`src/rtl/tlc_pkg.sv`:
```
// Shared types and constants for the traffic-light conflict monitor.
// Lamp codes, fault causes, monitor states and the transition legality rule.
package tlc_pkg;

  typedef enum logic [1:0] {
    GREEN   = 2'b00,
    YELLOW  = 2'b01,
    RED     = 2'b10,
    INVALID = 2'b11
  } lamp_t;

  // Numeric value doubles as priority: lower non-zero code wins.
  typedef enum logic [2:0] {
    FC_NONE      = 3'd0,
    FC_INVALID   = 3'd1,
    FC_CONFLICT  = 3'd2,
    FC_ILLEGAL   = 3'd3,
    FC_SHORT_YEL = 3'd4,
    FC_LONG_YEL  = 3'd5
  } fault_code_t;

  typedef enum logic [1:0] {
    ST_ARM   = 2'd0,
    ST_RUN   = 2'd1,
    ST_FAULT = 2'd2
  } mon_state_t;

  localparam int MIN_YELLOW_DEF = 20;
  localparam int MAX_YELLOW_DEF = 40;

  function automatic logic is_legal_trans(lamp_t prev, lamp_t cur);
    return (cur == prev) ||
           (prev == GREEN  && cur == YELLOW) ||
           (prev == YELLOW && cur == RED)    ||
           (prev == RED    && cur == GREEN);
  endfunction

endpackage

```
`src/rtl/tlc_approach_checker.sv`:
```
// Per-approach lamp checker: yellow dwell counter plus invalid, transition
// and yellow-duration flags. All flags are forced low unless run_en_i is set.
module tlc_approach_checker
  import tlc_pkg::*;
#(
  parameter int MIN_YELLOW = MIN_YELLOW_DEF,
  parameter int MAX_YELLOW = MAX_YELLOW_DEF
) (
  input  logic       clk,
  input  logic       rst_n,
  input  logic [1:0] cur_i,
  input  logic [1:0] prev_i,
  input  logic       run_en_i,
  output logic       invalid_o,
  output logic       illegal_trans_o,
  output logic       short_yel_o,
  output logic       long_yel_o,
  output logic       yel_to_red_o
);

  localparam logic [5:0] MinYel = 6'(MIN_YELLOW);
  localparam logic [5:0] MaxYel = 6'(MAX_YELLOW);

  lamp_t      cur;
  lamp_t      prev;
  logic [5:0] yel_cnt_q;
  logic [5:0] yel_cnt_d;

  assign cur  = lamp_t'(cur_i);
  assign prev = lamp_t'(prev_i);

  // The counter only runs while monitoring, so ARM and FAULT leave it at zero
  // and the first RUN yellow sample always counts as 1.
  always_comb begin
    // NOTE: assign a default before any branch so no path leaves the signal unassigned (avoids a latch).
    yel_cnt_d = '0;
    if (run_en_i && cur == YELLOW) begin
      yel_cnt_d = (yel_cnt_q == 6'd63) ? yel_cnt_q : yel_cnt_q + 6'd1;
    end
  end

  always_ff @(posedge clk or negedge rst_n) begin
    if (!rst_n) begin
      yel_cnt_q <= '0;
    end else begin
      // NOTE: sequential state uses non-blocking assignment so all registers update together.
      yel_cnt_q <= yel_cnt_d;
    end
  end

  assign yel_to_red_o    = run_en_i && prev == YELLOW && cur == RED;
  assign invalid_o       = run_en_i && cur == INVALID;
  assign illegal_trans_o = run_en_i && !is_legal_trans(prev, cur);
  assign short_yel_o     = yel_to_red_o && (yel_cnt_q < MinYel);
  // Fires on the sample that would push the dwell to MAX_YELLOW+1.
  assign long_yel_o      = run_en_i && cur == YELLOW && (yel_cnt_q == MaxYel);

endmodule

```
`src/rtl/light_conflict_monitor.sv`:
```
// Safety monitor for a highway/farm intersection: checks lamp sequencing,
// latches the first fault, requests flashing red and counts highway cycles.
module light_conflict_monitor
  import tlc_pkg::*;
#(
  parameter int MIN_YELLOW = MIN_YELLOW_DEF,
  parameter int MAX_YELLOW = MAX_YELLOW_DEF
) (
  input  logic        clk,
  input  logic        rst_n,
  input  logic [1:0]  highway_light,
  input  logic [1:0]  farm_light,
  input  logic        fault_clr,
  output logic        fault,
  output logic [2:0]  fault_code,
  output logic        flash_red,
  output logic [15:0] cycle_cnt
);

  mon_state_t  state_q;
  lamp_t       hw_prev_q;
  lamp_t       fm_prev_q;
  logic        fault_q;
  fault_code_t fault_code_q;
  logic        flash_red_q;
  logic [15:0] cycle_cnt_q;

  lamp_t       hw_cur;
  lamp_t       fm_cur;
  logic        run_en;
  logic        conflict;
  logic        both_red;
  fault_code_t det_code;

  logic hw_invalid, hw_illegal, hw_short, hw_long, hw_yel_to_red;
  logic fm_invalid, fm_illegal, fm_short, fm_long, fm_yel_to_red;

  assign hw_cur   = lamp_t'(highway_light);
  assign fm_cur   = lamp_t'(farm_light);
  assign run_en   = (state_q == ST_RUN);
  assign conflict = (hw_cur != RED) && (fm_cur != RED);
  assign both_red = (hw_cur == RED) && (fm_cur == RED);

  tlc_approach_checker #(.MIN_YELLOW(MIN_YELLOW), .MAX_YELLOW(MAX_YELLOW)) u_highway (
    .clk             (clk),
    .rst_n           (rst_n),
    .cur_i           (highway_light),
    .prev_i          (hw_prev_q),
    .run_en_i        (run_en),
    .invalid_o       (hw_invalid),
    .illegal_trans_o (hw_illegal),
    .short_yel_o     (hw_short),
    .long_yel_o      (hw_long),
    .yel_to_red_o    (hw_yel_to_red)
  );

  tlc_approach_checker #(.MIN_YELLOW(MIN_YELLOW), .MAX_YELLOW(MAX_YELLOW)) u_farm (
    .clk             (clk),
    .rst_n           (rst_n),
    .cur_i           (farm_light),
    .prev_i          (fm_prev_q),
    .run_en_i        (run_en),
    .invalid_o       (fm_invalid),
    .illegal_trans_o (fm_illegal),
    .short_yel_o     (fm_short),
    .long_yel_o      (fm_long),
    .yel_to_red_o    (fm_yel_to_red)
  );

  always_comb begin
    det_code = FC_NONE;
    if (hw_invalid || fm_invalid)        det_code = FC_INVALID;
    else if (run_en && conflict)         det_code = FC_CONFLICT;
    else if (hw_illegal || fm_illegal)   det_code = FC_ILLEGAL;
    else if (hw_short || fm_short)       det_code = FC_SHORT_YEL;
    else if (hw_long || fm_long)         det_code = FC_LONG_YEL;
  end

  always_ff @(posedge clk or negedge rst_n) begin
    if (!rst_n) begin
      state_q      <= ST_ARM;
      hw_prev_q    <= RED;
      fm_prev_q    <= RED;
      fault_q      <= 1'b0;
      fault_code_q <= FC_NONE;
      flash_red_q  <= 1'b0;
      cycle_cnt_q  <= '0;
    end else begin
      hw_prev_q <= hw_cur;
      fm_prev_q <= fm_cur;
      unique case (state_q)
        ST_ARM: state_q <= ST_RUN;
        ST_RUN: begin
          if (det_code != FC_NONE) begin
            state_q      <= ST_FAULT;
            fault_q      <= 1'b1;
            fault_code_q <= det_code;
            flash_red_q  <= 1'b1;
          end else if (hw_yel_to_red && cycle_cnt_q != 16'hFFFF) begin
            cycle_cnt_q <= cycle_cnt_q + 16'd1;
          end
        end
        ST_FAULT: begin
          // Release only when both approaches already show red.
          if (fault_clr && both_red) begin
            state_q      <= ST_ARM;
            fault_q      <= 1'b0;
            fault_code_q <= FC_NONE;
            flash_red_q  <= 1'b0;
          end
        end
        default: state_q <= ST_ARM;
      endcase
    end
  end

  assign fault      = fault_q;
  assign fault_code = fault_code_q;
  assign flash_red  = flash_red_q;
  assign cycle_cnt  = cycle_cnt_q;

endmodule

```
`config.mk`:
```
export PLATFORM = sky130hd
export DESIGN_NAME = light_conflict_monitor
export DESIGN_NICKNAME = d
export VERILOG_FILES = /design/src/rtl/tlc_pkg.sv /design/src/rtl/tlc_approach_checker.sv /design/src/rtl/light_conflict_monitor.sv
export SDC_FILE = /design/constraint.sdc
export NUM_CORES = 1
export LEC_CHECK = 0
export ABC_AREA = 1
export BUFFER_PORTS_ARGS = -buffer_cell sky130_fd_sc_hd__buf_2
export CORE_MARGIN = 8
export CORE_UTILIZATION = 30
export CTS_BUF_LIST = sky130_fd_sc_hd__clkbuf_2 sky130_fd_sc_hd__clkbuf_4 sky130_fd_sc_hd__clkbuf_8
export DETAILED_ROUTE_END_ITERATION = 8
export PLACE_DENSITY = 0.55
export SETUP_SLACK_MARGIN = 0.15
export SLEW_MARGIN = 40
export SYNTH_ARGS = -nofsm -noshare
export SYNTH_HDL_FRONTEND = slang
export SYNTH_SLANG_ARGS = --single-unit
```
`constraint.sdc`:
```
create_clock -name clk -period 5.1 [get_ports clk]
set_input_delay 1.275 -clock clk [delete_from_list [all_inputs] [get_ports clk]]
set_output_delay 1.275 -clock clk [all_outputs]
set_load 0.01 [all_outputs]
```
# Yosys cells after proc, flatten, opt, wreduce, memory -nomap -nowiden
# Index checks and enable logic that the tools add are counted.
totals:
  in_bits: 7
  word_cells: 104
  output_inout_bits: 21
  reg_bits: 38
op_classes:
  bitwise_logic: 1
  muxes: 18
  add_sub_neg: 3
  n_eq_ne: 25
  reduce_logical: 47
  n_lt_le_gt_ge: 2
op_table:
  columns: ["op", "count"]
  rows:
  - ["1-bit logical AND", 25]
  - ["6-bit == test, second input constant", 4]
  - ["6-bit 2-to-1 mux", 4]
  - ["3-bit 2-to-1 mux", 7]
  - ["16-bit by 1-bit adder with 16-bit output, second input constant", 1]
  - ["16-bit inequality test, second input constant", 1]
  - ["2-bit == test, second input constant", 7]
  - ["6-bit by 1-bit adder with 6-bit output, second input constant", 2]
  - ["6-bit by 5-bit < comparator with 1-bit output, second input constant", 2]
  - ["2-bit by 1-bit == test with 1-bit output, second input constant", 5]
  - ["2-bit zero test", 5]
  - ["1-bit logical OR", 10]
  - ["2-bit inequality test, second input constant", 5]
  - ["2-bit case mux with 3 select lines", 1]
  - ["3-bit case mux with 2 select lines", 1]
  - ["3-bit AND reduction", 2]
  - ["2-bit == test", 2]
  - ["2-bit 2-to-1 mux", 2]
  - ["3-bit nonzero test", 1]
  - ["1-bit zero test", 2]
  - ["1-bit 2-to-1 mux", 2]
  - ["2-bit by 1-bit inequality test with 1-bit output, second input constant", 1]
  - ["1-bit case mux with 2 select lines", 1]
  - ["2-bit AND reduction", 1]
  - ["2 further kinds", 2]

# Logic depth before layout (Yosys ltp)
depth:
  ltp_word: 14
  mapped_depth: 14
  depth_no_buf: 13

# Cells and area by module
# Synthesis repeated with hierarchy kept, for this count alone.
unflattened:
  hier_cells: 340
  hier_area_um2: 2439.8
by_module_without_submodules:
  columns: ["module", "area_per_inst_um2", "instances", "cells_per_inst", "seq_area_each_um2"]
  rows:
  - ["light_conflict_monitor", 1524.0, 1, 206, 653.1]
  - ["tlc_approach_checker at u_farm", 466.7, 1, 67, 150.1]
  - ["tlc_approach_checker at u_highway", 449.2, 1, 67, 150.1]

# Worst setup path after synthesis
# OpenSTA, ideal clock, no wires.
synth_path:
  path_kind: "input -> register"
  start: "input highway_light[1]"
  end: "register cycle_cnt_q[5] (netlist: cycle_cnt[5])"
  arrival_ps: 2393
  slack_ps: 2589
  path_stages: 10
  cell_sequence: "inv_1 nor2_1 inv_1 nand3_1 nand3_1 nor2_1 nand4_4 buf_6 nand2_1 nand2_1"
synth_via:
  elab_chain_cells: 14
synth_lines:
  columns: ["item", "line", "source"]
  rows:
  - ["start: declaration", "light_conflict_monitor.sv:11", "input logic [1:0] highway_light,"]
  - ["2-bit by 1-bit == test with 1-bit output", "tlc_pkg.sv:33, tlc_approach_checker.sv:56", null]
  - ["1-bit logical AND", "tlc_pkg.sv:33", "(prev == GREEN && cur == YELLOW) ||"]
  - ["1-bit logical OR", "tlc_pkg.sv:32", "return (cur == prev) ||"]
  - ["1-bit logical OR", "tlc_pkg.sv:33", null]
  - ["1-bit logical OR", "tlc_pkg.sv:34", "(prev == YELLOW && cur == RED) ||"]
  - ["1-bit zero test", "tlc_approach_checker.sv:53", "assign illegal_trans_o = run_en_i && !is_legal_trans(prev, cur);"]
  - ["1-bit logical AND", "tlc_approach_checker.sv:53", null]
  - ["1-bit logical OR", "light_conflict_monitor.sv:74", "else if (hw_illegal || fm_illegal) det_code = FC_ILLEGAL;"]
  - ["3-bit 2-to-1 mux", "light_conflict_monitor.sv:74", null]
  - ["3-bit 2-to-1 mux", "light_conflict_monitor.sv:73", "else if (run_en && conflict) det_code = FC_CONFLICT;"]
  - ["3-bit 2-to-1 mux", "light_conflict_monitor.sv:72", "if (hw_invalid || fm_invalid) det_code = FC_INVALID;"]
  - ["3-bit nonzero test", "light_conflict_monitor.sv:94", "if (det_code != FC_NONE) begin"]
  - ["1-bit inverter (no line)", null, null]
  - ["3-bit AND reduction (no line) (*)", null, null]
  - ["end signal: assignment", "light_conflict_monitor.sv:100", "cycle_cnt_q <= cycle_cnt_q + 16'd1;"]
  - ["end: declaration", "light_conflict_monitor.sv:26", "logic [15:0] cycle_cnt_q;"]
# Mark *: on every way between the ends. The rest lies on a longest branch, timed or not.
# A chain may end at the register's enable or synchronous reset.

# Worst setup path in the final report
layout_path:
  start: "input highway_light[1]"
  end: "register cycle_cnt_q[15] (netlist: cycle_cnt[15])"
# The elaborated chain is that of the path after synthesis.

==> flow_summary.ini <==
[clocking]
post_cts_buffers = 0
clk_latency_ns = 0.29
tritoncts = built
cts.htree.levels = 2
hold_buffers = 0
path_clk_slew_ns = 0.07
cts_made_buffers = 5
clk_path_buf_depth = 2
clkSinkCount = 38
cts-root-buf = clkbuf_8
cts_resized = 0

[synth]
ys_warn_count = 0
syn_area_um2 = 2305
syn_nets = 327
synth.avg_cell_area_um2 = 7.317
ys.flop_type = dfrtp_1
yosysTopAreaCell = dfrtp_1
synth.area.top_cells = dfrtp_1 (39%), nand2_1 (16%), nand3_1 (8.9%)
ys_types = 26
synthArstFlopShare_pct = 100.0
synthCells = 315
ys_seq_elements = 38
ys_seq_area_share_pct = 41.37
yosysTopAreaCellShare_pct = 39.09
synth_edf_count = 0

[global_route]
grt_remaining_overflow = 0
antenna_found_initial = 0
grt_use_total_pct = 10.05
grt_pass1_vias = 1860
grt_max_degree = 39
grt_pass1_wl_um = 9121

[drt]
vias = 2072
first_pass_iters = 4
ant_nets = 0
routed_via_density = 4.635
wire_per_inst_um = 11.67
drtIter0Drc = 150
wirelength_um = 5216
drc = 0

[placed_design]
dp.cells = 439
place_ws_ns = 1.882
place.gp.congestion = 0.8335
port_buffers = 27
dpl.hpwl_um = 3875

[power]
p_leak_uw = 0.001315
p_per_area_nw_per_um2 = 300.5
max-vdd-ir-drop_v = 0.00008682

[floorplanning]
core_area_um2 = 7567
die_x_um = 103.7
fp.dieH_um = 103.7
start_util_pct = 30.46
rows = 32
die_area_um2 = 10740
pin_count = 28

[timing]
tns_ns = 0
skew_ns = 0.005006
slew_violations = 0
fin_crit_ns = 2.907
period_share_pct = 57.00
tightest_slew_ns = 0.7736
hold_viol = 0
slew_headroom_pct = 48.37
worst_slack_ns = 2.193
setup_viol = 0
rsz0062_at_grt = false
clock.fmax_mhz = 344.0

[layout]
nets = 356
regArea_um2 = 953.4
diodes = 0
drive_gt1_share_pct = 13.91
finalNonFillerCells = 447
nFillCells = 794
final_core_util_pct = 34.69
area_growth_pct = 13.90
multiInputGateArea_um2 = 1172

[job]
cap_violations = 0

[setup_path]
arrival_ns = 3.08
cp.required_ns = 5.28
crit_fanout = 17
critPathLaunchType = primary input
rrSetupSlack_ns = 2.75
rr_startpoint = cycle_cnt[0]
worstRegToRegCells = 9
setup.worst_path.end_class = flop
worstReg2RegEnd = cycle_cnt[15]
worstSetupPathType = in2reg

[min_path]
min_path_cells = 2
hp-start = fault_code[0]
hold_class = reg2reg
holdPathEnd = fault_code[0]

[run_status]
status = completed
through the flow:
stage	hold slack (ns)	total power, uW	instance area (um2)
after floorplan	0.4722	524.6	2305
after global placement	0.4943	570.1	2522
after detailed placement	0.4960	574.2	2525
after CTS	0.5112	799.1	2620
after global routing	0.5276	848.1	2625
final	0.5043	788.9	2625
layout by cell type, fill, tap and decap left out, drive strengths merged, types with 2 or more instances in the layout:
master	synthesis	layout
a31oi	3	3
nor3	7	7
dfrtp	36	36
inv	37	37
buf	5	27
nand3	41	41
xor2	9	9
dfstp	2	2
clkbuf	0	7
a21boi	2	2
ha	5	5
nand2	100	100
a21oi	3	3
o21ai	14	14
xnor2	7	7
nand4	6	6
nor2	35	35
worst max-delay path, cell delays in order:
cell and delay, ns:
buf_2 0.12, inv_1 0.07, nor2_1 0.23, nand3_1 0.18, nor2_2 0.65, nand4_4 0.35, nand2_1 0.14, nand2_1 0.07
metal layers:
metal / global-route usage, % / vias up / part of all wire, %
li1: - / 1068 / -
met1: 14.15 / 955 / 51
met2: 14.25 / 43 / 42
met3: 2.664 / 6 / 5.3
met4: 3.723 / 0 / 1.6
met5: 0 / - / 0
how the worst max path moves through the flow:
| stage | start | end | slack [ns] | depth (start not counted) |
|---|---|---|---|---|
| 6_report | highway_light[1] | cycle_cnt[15] | 2.19 | 8 |
| 5_1_grt | highway_light[1] | cycle_cnt[7] | 2.05 | 8 |
| 4_1_cts | highway_light[1] | fault_code[1] | 2.21 | 11 |
| 3_5_place_dp | highway_light[1] | fault_code[1] | 1.88 | 11 |
| 3_3_place_gp | highway_light[1] | fault_code[2] | 1.92 | 11 |
| 2_1_floorplan | highway_light[1] | cycle_cnt[5] | 2.59 | 10 |
cell usage after synthesis (3+ instances only):
cell     instances
a21oi_1          3
nand2_1         98
dfrtp_1         36
nand3_1         41
inv_1           33
inv_2            4
buf_6            3
a31oi_1          3
nor2_1          31
nand4_1          5
o21ai_0         14
xnor2_1          7
xor2_1           9
nor3_1           7
ha_1             5
layout make-up:
class                           count  share of cell area (%)
Timing Repair Buffer               27                   5.243
Clock buffer                        7                   3.432
Inverter                           37                   5.291
Tap cell                          102                   4.862
Clock inverter                      1                  0.1907
Multi-Input combinational cell    235                   44.66
Sequential cell                    38                   36.32
logic make-up after synthesis:
kind of cell | Yosys count | synth area share [%]
XOR/XNOR | 16 | 6.081
AND/OR/NAND/NOR | 191 | 36.37
AO/OA/AOI/OAI | 23 | 5.483
flip-flops | 38 | 41.37
adder cells (fa/ha/maj) | 5 | 2.714
buffers and inverters | 42 | 7.980
flip-flops by register name, summed over array words and instances, names as in the netlist:
register	flops
fm_prev_q	2
hw_prev_q	2
cycle_cnt	16
u_highway.yel_cnt_q	6
flash_red	1
u_farm.yel_cnt_q	6
fault_code	3
state_q	2
where the power goes:
part / switching [uW] / total [uW] / internal [uW]
Combinational: 146 / 208 / 62.6
Sequential: 27.7 / 360 / 332
Clock: 106 / 221 / 114
No activity file was read; power rests on OpenSTA's default activity.
